===== src/rtl/io_terminal.sv =====
// io_terminal: keyboard/printer terminal for a simple accumulator CPU.
//
// Keyboard side: characters strobed in on kbd_strobe are queued in a
// FIFO_DEPTH-entry circular FIFO. The CPU sees the FIFO head through inpr
// while fgi is set and pops it with cpu_inp.
//
// Printer side: a three-state machine (idle / send / recover) takes one
// character per cpu_out, presents it on a valid/ready handshake, then waits
// RECOVERY cycles before raising fgo again.
//
// Interrupts: ien is set/cleared by cpu_ion/cpu_iof; irq requests service
// whenever either flag is up and interrupts are enabled.
//
// Ports
//   clock       in   single clock, rising edge
//   reset       in   synchronous, active-high
//   kbd_data    in   [7:0] keyboard character
//   kbd_strobe  in   one-cycle pulse, push kbd_data
//   inpr        out  [7:0] FIFO head when fgi=1, else 8'h00
//   fgi         out  FIFO non-empty
//   cpu_inp     in   one-cycle pulse, pop FIFO head (ignored when empty)
//   outr_data   in   [7:0] character to print, sampled with cpu_out
//   cpu_out     in   one-cycle pulse, start printing outr_data
//   fgo         out  printer side ready for a new character
//   prt_data    out  [7:0] character presented to the printer
//   prt_valid   out  printer handshake valid
//   prt_ready   in   printer handshake ready
//   cpu_ion     in   one-cycle pulse, set ien
//   cpu_iof     in   one-cycle pulse, clear ien (wins over cpu_ion)
//   ien         out  interrupt enable
//   irq         out  ien & (fgi | fgo)
//   err_ovf     out  sticky: keyboard character dropped on full FIFO
//   err_col     out  sticky: cpu_out while the printer side was busy

module io_terminal #(
  parameter int unsigned FIFO_DEPTH = 4,
  parameter int unsigned RECOVERY   = 2
) (
  input  logic       clock,
  input  logic       reset,
  input  logic [7:0] kbd_data,
  input  logic       kbd_strobe,
  output logic [7:0] inpr,
  output logic       fgi,
  input  logic       cpu_inp,
  input  logic [7:0] outr_data,
  input  logic       cpu_out,
  output logic       fgo,
  output logic [7:0] prt_data,
  output logic       prt_valid,
  input  logic       prt_ready,
  input  logic       cpu_ion,
  input  logic       cpu_iof,
  output logic       ien,
  output logic       irq,
  output logic       err_ovf,
  output logic       err_col
);

  localparam int unsigned PtrW = $clog2(FIFO_DEPTH);
  localparam int unsigned CntW = $clog2(FIFO_DEPTH + 1);
  localparam int unsigned RecW = $clog2(RECOVERY + 1);

  localparam logic [CntW-1:0] FullCnt = CntW'(FIFO_DEPTH);
  localparam logic [RecW-1:0] RecLoad = RecW'(RECOVERY - 1);

  // ---------------------------------------------------------------------------
  // Keyboard FIFO
  // ---------------------------------------------------------------------------

  logic [7:0]      fifoMem [FIFO_DEPTH];
  logic [PtrW-1:0] wrPtrQ, wrPtrD;
  logic [PtrW-1:0] rdPtrQ, rdPtrD;
  logic [CntW-1:0] countQ, countD;
  logic            errOvfQ, errOvfD;

  logic fifoFull;
  logic fifoNonEmpty;
  logic popEn;
  logic pushEn;

  assign fifoFull     = (countQ == FullCnt);
  assign fifoNonEmpty = (countQ != '0);

  // A pop on an empty FIFO is a no-op; a pop in the same cycle as a push
  // frees the slot the push needs, so a full FIFO still accepts the push.
  assign popEn  = cpu_inp && fifoNonEmpty;
  assign pushEn = kbd_strobe && (!fifoFull || popEn);

  always_comb begin
    wrPtrD  = wrPtrQ;
    rdPtrD  = rdPtrQ;
    countD  = countQ;
    errOvfD = errOvfQ;

    if (pushEn) begin
      wrPtrD = wrPtrQ + PtrW'(1);
    end
    if (popEn) begin
      rdPtrD = rdPtrQ + PtrW'(1);
    end

    unique case ({pushEn, popEn})
      2'b10:   countD = countQ + CntW'(1);
      2'b01:   countD = countQ - CntW'(1);
      default: countD = countQ;
    endcase

    if (kbd_strobe && !pushEn) begin
      errOvfD = 1'b1;
    end
  end

  // Storage needs no reset: the empty count masks stale entries.
  always_ff @(posedge clock) begin
    if (!reset && pushEn) begin
      fifoMem[wrPtrQ] <= kbd_data;
    end
  end

  always_ff @(posedge clock) begin
    if (reset) begin
      wrPtrQ  <= '0;
      rdPtrQ  <= '0;
      countQ  <= '0;
      errOvfQ <= 1'b0;
    end else begin
      wrPtrQ  <= wrPtrD;
      rdPtrQ  <= rdPtrD;
      countQ  <= countD;
      errOvfQ <= errOvfD;
    end
  end

  assign fgi     = fifoNonEmpty;
  assign inpr    = fifoNonEmpty ? fifoMem[rdPtrQ] : 8'h00;
  assign err_ovf = errOvfQ;

  // ---------------------------------------------------------------------------
  // Printer output state machine
  // ---------------------------------------------------------------------------

  typedef enum logic [1:0] {
    OIdle  = 2'd0,
    OSend  = 2'd1,
    ORecov = 2'd2
  } outState_t;

  outState_t       outStateQ, outStateD;
  logic [RecW-1:0] recCntQ, recCntD;
  logic [7:0]      prtDataQ, prtDataD;
  logic            errColQ, errColD;

  always_comb begin
    outStateD = outStateQ;
    recCntD   = recCntQ;
    prtDataD  = prtDataQ;
    errColD   = errColQ;
    fgo       = 1'b0;
    prt_valid = 1'b0;

    unique case (outStateQ)
      OIdle: begin
        fgo = 1'b1;
        if (cpu_out) begin
          prtDataD  = outr_data;
          outStateD = OSend;
        end
      end
      OSend: begin
        prt_valid = 1'b1;
        if (prt_ready) begin
          outStateD = ORecov;
          recCntD   = RecLoad;
        end
      end
      ORecov: begin
        // Counter starts at RECOVERY-1, so this state lasts RECOVERY cycles.
        if (recCntQ == '0) begin
          outStateD = OIdle;
        end else begin
          recCntD = recCntQ - RecW'(1);
        end
      end
      default: begin
        outStateD = OIdle;
      end
    endcase

    // Busy-time OUT is dropped; the character already in flight stays put.
    if (cpu_out && (outStateQ != OIdle)) begin
      errColD = 1'b1;
    end
  end

  always_ff @(posedge clock) begin
    if (reset) begin
      outStateQ <= OIdle;
      recCntQ   <= '0;
      prtDataQ  <= 8'h00;
      errColQ   <= 1'b0;
    end else begin
      outStateQ <= outStateD;
      recCntQ   <= recCntD;
      prtDataQ  <= prtDataD;
      errColQ   <= errColD;
    end
  end

  assign prt_data = prtDataQ;
  assign err_col  = errColQ;

  // ---------------------------------------------------------------------------
  // Interrupt enable and request
  // ---------------------------------------------------------------------------

  logic ienQ, ienD;

  always_comb begin
    ienD = ienQ;
    if (cpu_iof) begin
      ienD = 1'b0;
    end else if (cpu_ion) begin
      ienD = 1'b1;
    end
  end

  always_ff @(posedge clock) begin
    if (reset) begin
      ienQ <= 1'b0;
    end else begin
      ienQ <= ienD;
    end
  end

  assign ien = ienQ;
  // Both terms come straight from registers, so irq has no input-to-output path.
  assign irq = ienQ && (fifoNonEmpty || (outStateQ == OIdle));

endmodule


===== config.mk =====
export PLATFORM = sky130hd
export DESIGN_NAME = io_terminal
export DESIGN_NICKNAME = d
export VERILOG_FILES = /design/src/rtl/io_terminal.sv
export SDC_FILE = /design/constraint.sdc
export NUM_CORES = 1
export LEC_CHECK = 0
export BUFFER_PORTS_ARGS = -buffer_cell sky130_fd_sc_hd__buf_2
export CAP_MARGIN = 20
export CORE_MARGIN = 10
export CORE_UTILIZATION = 40
export CTS_BUF_LIST = sky130_fd_sc_hd__clkbuf_4
export CTS_CLUSTER_DIAMETER = 150
export DETAILED_ROUTE_END_ITERATION = 6
export GPL_TIMING_DRIVEN = 1
export PLACE_DENSITY = 0.58
export SLEW_MARGIN = 20
export SYNTH_ARGS = -nofsm -noshare
export SYNTH_HDL_FRONTEND = slang
export SYNTH_SLANG_ARGS = --single-unit

===== constraint.sdc =====
create_clock -name clock -period 2.9 [get_ports clock]
set_input_delay 0.58 -clock clock [delete_from_list [all_inputs] [get_ports clock]]
set_output_delay 0.58 -clock clock [all_outputs]
set_load 0.02 [all_outputs]

==> results.toml, run 1 <==
[synth]
synth.area.top_cells = "edfxtp_1, dfxtp_1, mux4_2, mux2i_1, nor2_1"
synth_common_cells = "edfxtp_1, dfxtp_1, nor2_1"
synth_seq_area_share_pct = 60.22
synth_edf_count = 32
synth_fp_nets = 211
synth_area_per_cell_um2 = 13.22
synth_top_cell_by_area = "edfxtp_1"
synth_cells = 181
synth.distinct_cells = 39
synth_top_area_share_pct = 40.15
ys_warn_count = 0
synth_ff_type = "edfxtp_1"
synth_most_common_cell = "edfxtp_1"
synthArstFlopShare_pct = 0
syn_area_um2 = 2394
ys_ff_latch = 56

[detailed_routing]
dr.pass1.iters = 4
drtIter0Drc = 52
ant_nets = 0
vias = 1479
vias_per_cell = 4.897
drc_errors = 0
wl_per_cell_um = 14.32
drt_wl_total_um = 4326

[worst_hold_path]
hold_class = "input port to flop"
hold_path_startpoint = "cpu_iof"
hold_end = "ien"
holdPathStages = 2

[clock_network]
cts.sinks = 56
cts_root_buf = "clkbuf_4"
cts_tree = "built"
clock_tree.buffer_depth = 2
post_cts_buffers = 0
cts_htree_levels = 2
cts_hold_buf = 0
clkSlewWorstSetupHoldPaths_ns = 0.16
clk_latency_ns = 0.37
cts-resized-gates = 0
cts_buffers = 5

[place]
dp_slack_ns = 0.3545
placed_cell_area_um2 = 2690
gp_congestion = 0.7609
dp_hpwl_um = 3091
io_buffers = 46
placed_cells = 294

[die]
fp.dieW_um = 97.36
die_h_um = 97.36
pin_count = 47
rows = 28
start_util_pct = 40.91
die_area_um2 = 9478
design.core.area_um2 = 5851

[setup_path]
crit_path_start_kind = "flop"
cp-end-kind = "output pin"
r2r_end = "countQ[2]"
r2r-start = "countQ[2]"
path_max_fanout = 8
ff2ff_setup_slack_ns = 0.58
required_ns = 2.32
reg2regPathDepth = 6
arrival_ns = 1.95
crit_type = "flop to output pin"

[timing]
skew_ns = 0.01334
fin_ws_ns = 0.3678
finalSetupTns_ns = 0
finalMaxSlewViolations = 0
timing.final.crit_share_pct = 87.32
rsz0062_at_grt = "no"
worst_pin_slew_ns = 0.5353
setup-violations-final = 0
maxSlewHeadroom_pct = 64.26
hold_viol = 0
fmax_mhz = 394.9
fin_crit_ns = 2.532

[global_routing]
grtUsageTotal_pct = 9.153
grt_pass1_vias = 1517
grt_max_degree = 31
grt_pass1_wl_um = 7272
grt_remaining_overflow = 0
antenna_found_initial = 0

[finish]
nets = 256
design_area_um2 = 2751
final_cells = 302
syn_to_final_growth_pct = 14.95
num-fill-cells = 555
diodes = 0
drive_above_1_share_pct = 32.16

[power_and_ir_drop]
ir_worst_vdd_v = 0.0002007
power.density_nw_per_um2 = 573.1
total_power_w = 0.001577
p_leak_nw = 1.059

[run_status]
outcome = "complete, no violations"

[job]
max_cap_viol_count = 0
==> critical path, cell delays in order, from the launching register on <==
cell and delay, ns:
dfxtp_1 0.69, mux4_2 0.56, and2_1 0.17, buf_2 0.15
==> worst max-delay path by stage <==
stage	start	to	slack (ns)
6_report	flop	inpr[0]	0.37
5_1_grt	flop	inpr[0]	0.16
4_1_cts	flop	inpr[5]	0.29
3_5_place_dp	cpu_inp	countQ[2]	0.35
3_3_place_gp	cpu_inp	countQ[2]	0.37
2_1_floorplan	cpu_inp	countQ[2]	0.32
==> flip-flops by register name, indices dropped and copies added, names as in the netlist, named ones only <==
signal,flops
wrPtrQ,2
err_col,1
recCntQ,2
ien,1
countQ,3
rdPtrQ,2
fifoMem,32
prt_data,8
outStateQ,2
err_ovf,1
==> layout make-up <==
type | instances | area [um^2] | share of cell area [%]
Timing Repair Buffer | 51 | 267.8 | 9.732
Clock buffer | 5 | 37.54 | 1.364
Inverter | 9 | 33.78 | 1.228
Multi-Input combinational cell | 103 | 853.3 | 31.01
Sequential cell | 56 | 1441 | 52.39
Tap cell | 75 | 93.84 | 3.411
Clock inverter | 3 | 23.77 | 0.8640
==> layout by cell type, fill, tap and decap left out, types with 5 or more instances in the layout <==
master | synthesis | routed
edfxtp_1 | 32 | 32
dfxtp_1 | 24 | 24
nor3b_1 | 7 | 7
ha_1 | 5 | 5
and2_1 | 8 | 8
buf_2 | 4 | 46
mux2i_1 | 10 | 10
mux4_2 | 8 | 8
clkbuf_4 | 0 | 5
inv_1 | 9 | 9
nor2_1 | 20 | 20
buf_4 | 1 | 5
==> routing by layer <==
layer	vias up	global-route usage (%)	routed length, um
met1	704	10.91	2003
met4	0	2.685	55
met5	-	0	0
met2	28	15.43	2092
met3	6	2.845	174
li1	741	-	-
==> metrics by stage <==
| stage | utilization (%) | hold WS, ns |
|---|---|---|
| 2_1_floorplan | - | 0.4743 |
| 3_3_place_gp | 45.98 | 0.4442 |
| 3_5_place_dp | 45.98 | 0.4433 |
| 4_1_cts | 47.03 | 0.3191 |
| 5_1_grt | 47.03 | 0.3131 |
| 6_report | 47.03 | 0.3382 |
==> report_power, final <==
part / switching, W / internal (W) / leakage [nW]
Combinational: 0.000170 / 0.000139 / 0.544
Clock: 0.000243 / 0.0000960 / 0.0274
Sequential: 0.0000462 / 0.000882 / 0.487
==> logic make-up (layout without fill, tap and decap cells) <==
kind of cell	after synthesis	count (layout)	synth area share, %
DFF	56	56	60.22
and+or+nand+nor	55	55	12.75
buffers and inverters	22	68	4.130
AOI/OAI and AO/OA	19	19	5.646
muxes	19	19	12.34
adders and majority gates	6	6	3.450
xor gates and xnor gates	4	4	1.464
No activity file was read; power rests on OpenSTA's default activity.
==> run 2: changes to the inputs <==
--- a/config.mk
+++ b/config.mk
@@ -8,12 +8,13 @@
 export BUFFER_PORTS_ARGS = -buffer_cell sky130_fd_sc_hd__buf_2
 export CAP_MARGIN = 20
 export CORE_MARGIN = 10
-export CORE_UTILIZATION = 40
+export CORE_UTILIZATION = 54
 export CTS_BUF_LIST = sky130_fd_sc_hd__clkbuf_4
 export CTS_CLUSTER_DIAMETER = 150
 export DETAILED_ROUTE_END_ITERATION = 6
 export GPL_TIMING_DRIVEN = 1
-export PLACE_DENSITY = 0.58
+export PLACE_DENSITY = 0.82
+export RECOVER_POWER = 50
 export SLEW_MARGIN = 20
 export SYNTH_ARGS = -nofsm -noshare
 export SYNTH_HDL_FRONTEND = slang
==> results.toml, run 2 (synthesized netlist as in run 1, its figures left out) <==
[clock_network]
cts_tree = "built"
clock_tree.buffer_depth = 2
cts_htree_levels = 2
cts_buffers = 5
clkSlewWorstSetupHoldPaths_ns = 0.16
post_cts_buffers = 0
cts-resized-gates = 0
cts.sinks = 56
clk_latency_ns = 0.37
cts_hold_buf = 0
cts_root_buf = "clkbuf_4"

[timing]
worst_pin_slew_ns = 1.277
fmax_mhz = 391.5
fin_crit_ns = 2.555
setup-violations-final = 0
finalSetupTns_ns = 0
skew_ns = 0.01356
rsz0062_at_grt = "no"
maxSlewHeadroom_pct = 14.85
finalMaxSlewViolations = 0
hold_viol = 0
fin_hold_ws_ns = 0.3418
timing.final.crit_share_pct = 88.09

[die]
fp.dieW_um = 86.58
die_h_um = 86.58
start_util_pct = 55.35
die_area_um2 = 7495
rows = 24
pin_count = 47
design.core.area_um2 = 4324

[setup_path]
cp-end-kind = "output pin"
crit_type = "flop to output pin"
path_max_fanout = 8
required_ns = 2.32
r2r-start = "countQ[1]"
arrival_ns = 1.97
crit_path_start_kind = "flop"

[worst_hold_path]
hold_path_startpoint = "cpu_iof"
hold_class = "input port to flop"

[finish]
regMostFlops = "fifoMem"
diodes = 0
design_area_um2 = 2708
drive_above_1_share_pct = 27.31
final_cell_mix = "buf_2, edfxtp_1, dfxtp_1, nor2_1, clkbuf_1"
final_common_cell = "buf_2"
syn_to_final_growth_pct = 13.12
largest_reg_flops = 32
num-fill-cells = 352
nets = 256

[global_routing]
antenna_found_initial = 0
grt_max_degree = 31
grt_remaining_overflow = 0
grtUsageTotal_pct = 12.39
grt_pass1_vias = 1564
grt_pass1_wl_um = 7410

[power_and_ir_drop]
power.density_nw_per_um2 = 583.3
p_leak_nw = 1.034
ir_worst_vdd_v = 0.0003715

[detailed_routing]
vias_per_cell = 5.333
drtIter0Drc = 102
dr.pass1.iters = 4
ant_nets = 0
wl_per_cell_um = 16.04
drc_errors = 0
vias = 1488
drt_wl_total_um = 4476

[place]
io_buffers = 46
gp_congestion = 0.7826
placed_cell_area_um2 = 2661
dp_hpwl_um = 3190

[run_status]
outcome = "complete, no violations"

[job]
max_cap_viol_count = 0
## run 2: cell count changes in the layout (fill, tap and decap cells not counted)
cell,delta
clkinv_2,+1
clkbuf_1,+11
inv_6,+1
clkinvlp_4,-2
buf_2,-11
## run 2: routing by layer
metal  up-vias  part of all wire [%]  GRT usage (%)
met3         5                   5.4          4.221
li1        746                     -              -
met2        34                    49          21.48
met4         0                   1.2          3.535
met1       703                    44          14.10
met5         -                     0              0
## run 2: worst max-delay path, cell delays in order, from the launching register on
cell and delay (ns):
dfxtp_1 0.70, mux4_2 0.58, and2_1 0.17, buf_2 0.15
## run 2: power by group
group / internal (W) / total, W / switching [W]
clock: 0.0000986 / 0.000343 / 0.000244
combinational: 0.000137 / 0.000307 / 0.000169
sequential: 0.000882 / 0.000930 / 0.0000475
total: 0.00112 / 0.00158 / 0.000461
## run 2: worst paths after layout
check	to	slack (ns)	cells after the start
max	inpr[5]	0.35	3
min	ien	0.34	2
max reg2reg	countQ[2]	0.54	6
min reg2reg	err_col	0.46	2
## run 2: through the flow
stage	utilization [%]	cells	setup slack (ns)	total power (W)
floorplan	-	181	0.3233	0.001167
global placement	61.55	271	0.3794	0.001252
detailed placement	61.55	271	0.3270	0.001261
CTS	62.93	279	0.2760	0.001602
global route	62.62	279	0.1637	0.001667
finish	62.62	279	0.3455	0.001579
## run 2: cell type report
| class | count | area [um^2] | share of cell area [%] |
|---|---|---|---|
| multi-input combinational | 103 | 853.3 | 31.52 |
| clock inverter | 3 | 22.52 | 0.8318 |
| clock buffer | 5 | 37.54 | 1.386 |
| tap | 52 | 65.06 | 2.403 |
| inverter | 9 | 33.78 | 1.248 |
| timing repair buffer | 51 | 254.0 | 9.381 |
| sequential | 56 | 1441 | 53.23 |
==> run 3: changes to the inputs <==
--- a/config.mk
+++ b/config.mk
@@ -9,7 +9,7 @@
 export CAP_MARGIN = 20
 export CORE_MARGIN = 10
 export CORE_UTILIZATION = 54
-export CTS_BUF_LIST = sky130_fd_sc_hd__clkbuf_4
+export CTS_BUF_LIST = sky130_fd_sc_hd__clkbuf_8
 export CTS_CLUSTER_DIAMETER = 150
 export DETAILED_ROUTE_END_ITERATION = 6
 export GPL_TIMING_DRIVEN = 1
==> results.toml, run 3 (synthesized netlist as in run 1, its figures left out) <==
[clock_network]
cts_htree_levels = 2
post_cts_buffers = 0
cts-resized-gates = 0
cts.sinks = 56
cts_tree = "built"
cts_hold_buf = 0
clkSlewWorstSetupHoldPaths_ns = 0.10
clock_tree.buffer_depth = 2
cts_root_buf = "clkbuf_8"
cts_buffers = 5
clk_latency_ns = 0.30

[die]
fp.dieW_um = 86.58
die_h_um = 86.58
start_util_pct = 55.35
die_area_um2 = 7495
pin_count = 47
rows = 24
design.core.area_um2 = 4324

[timing]
fin_crit_ns = 2.464
worst_pin_slew_ns = 1.285
rsz0062_at_grt = "no"
skew_ns = 0.008865
finalMaxSlewViolations = 0
timing.final.crit_share_pct = 84.98
maxSlewHeadroom_pct = 14.32
fmax_mhz = 405.8
setup-violations-final = 0
hold_viol = 0
finalSetupTns_ns = 0
fin_ws_ns = 0.4357

[setup_path]
required_ns = 2.32
crit_path_max_incr_delay_ns = 0.68
reg2regPathDepth = 6
path_max_fanout = 8
r2r_end = "countQ[2]"
cp-end-kind = "output pin"
cpLargestDelayFamily = "flip-flops"
ff2ff_setup_slack_ns = 0.56
worst-path-buf-inv = 1
crit_path_start_kind = "flop"
worstPathCellList = "mux4_2, and2_1, buf_2"
arrival_ns = 1.88
r2r-start = "countQ[1]"
slowest_stage = "dfxtp_1"
crit_type = "flop to output pin"

[global_routing]
grtUsageTotal_pct = 12.47
grt_max_degree = 31
grt_pass1_wl_um = 7445
antenna_found_initial = 0
grt_pass1_vias = 1565
grt_remaining_overflow = 0

[detailed_routing]
ant_nets = 0
drtIter0Drc = 98
wl_per_cell_um = 16.09
drt_wl_total_um = 4488
vias = 1483
vias_per_cell = 5.315
drc_errors = 0
dr.pass1.iters = 6

[worst_hold_path]
holdPathStages = 2
hold_class = "input port to flop"
hold_path_startpoint = "cpu_iof"
hold_end = "ien"

[finish]
drive_above_1_share_pct = 26.87
syn_to_final_growth_pct = 14.38
largest_reg_flops = 32
num-fill-cells = 344
regArea_um2 = 1441
regMostFlops = "fifoMem"
final_cell_mix = "buf_2, edfxtp_1, dfxtp_1, nor2_1, clkbuf_1"
design_area_um2 = 2738
multi_input_area_um2 = 853.3
diodes = 0
final_common_cell = "buf_2"
nets = 256

[power_and_ir_drop]
total_power_w = 0.001662
p_switching_w = 0.0004697
internal_power_w = 0.001193
power.density_nw_per_um2 = 607.2
swShare_pct = 28.25
p_leak_nw = 1.043
ir_worst_vdd_v = 0.0004122
combPwrFrac_pct = 18.4
seq_power_share_pct = 55.9
clkPwrFrac_pct = 25.6

[place]
dp_slack_ns = 0.3270
gp_congestion = 0.7826
io_buffers = 46
dp_hpwl_um = 3190
placed_cell_area_um2 = 2661

[run_status]
outcome = "complete, no violations"

[job]
max_cap_viol_count = 0
## run 3: how the worst max path moves through the flow
stage / start / endpoint / slack (ns) / cells after the start
after floorplan: cpu_inp / countQ[2] / 0.32 / 7
after global placement: cpu_inp / countQ[2] / 0.38 / 7
after detailed placement: cpu_inp / countQ[2] / 0.33 / 7
after CTS: flop / inpr[5] / 0.37 / 3
after global routing: flop / inpr[0] / 0.25 / 3
final: flop / inpr[5] / 0.44 / 3
## run 3: power groups by stage
stage	registers, W	logic, W	clock network (W)
6_report	0.000929	0.000307	0.000426
5_1_grt	0.000940	0.000342	0.000473
4_1_cts	0.000931	0.000313	0.000440
3_5_place_dp	0.000949	0.000312	0
3_3_place_gp	0.000945	0.000306	0
2_1_floorplan	0.000927	0.000240	0
## run 3: metal layers
layer | GRT usage (%) | wire (um) | vias up | part of all wire, %
met4 | 3.976 | 44 | 0 | 0.98
met1 | 14.15 | 1955 | 702 | 44
met3 | 4.221 | 243 | 4 | 5.4
met5 | 0 | 0 | - | 0
li1 | - | - | 741 | -
met2 | 21.48 | 2245 | 36 | 50
## run 3: layout make-up
type                    instances  share of cell area (%)
clock buffers                   5                   2.514
inverters                       9                   1.234
flip-flops and latches         56                   52.65
clock inverters                 3                  0.8227
repair buffers                 51                   9.232
well taps                      52                   2.377
multi-input cells             103                   31.17
## run 3: through the flow
step                      util, %  instances  hold slack (ns)
final                       63.31        279           0.4219
after global routing        63.31        279           0.4205
after detailed placement    61.55        271           0.4483
after global placement      61.55        271           0.4305
after floorplan                 -        181           0.4743
after CTS                   63.66        279           0.4187
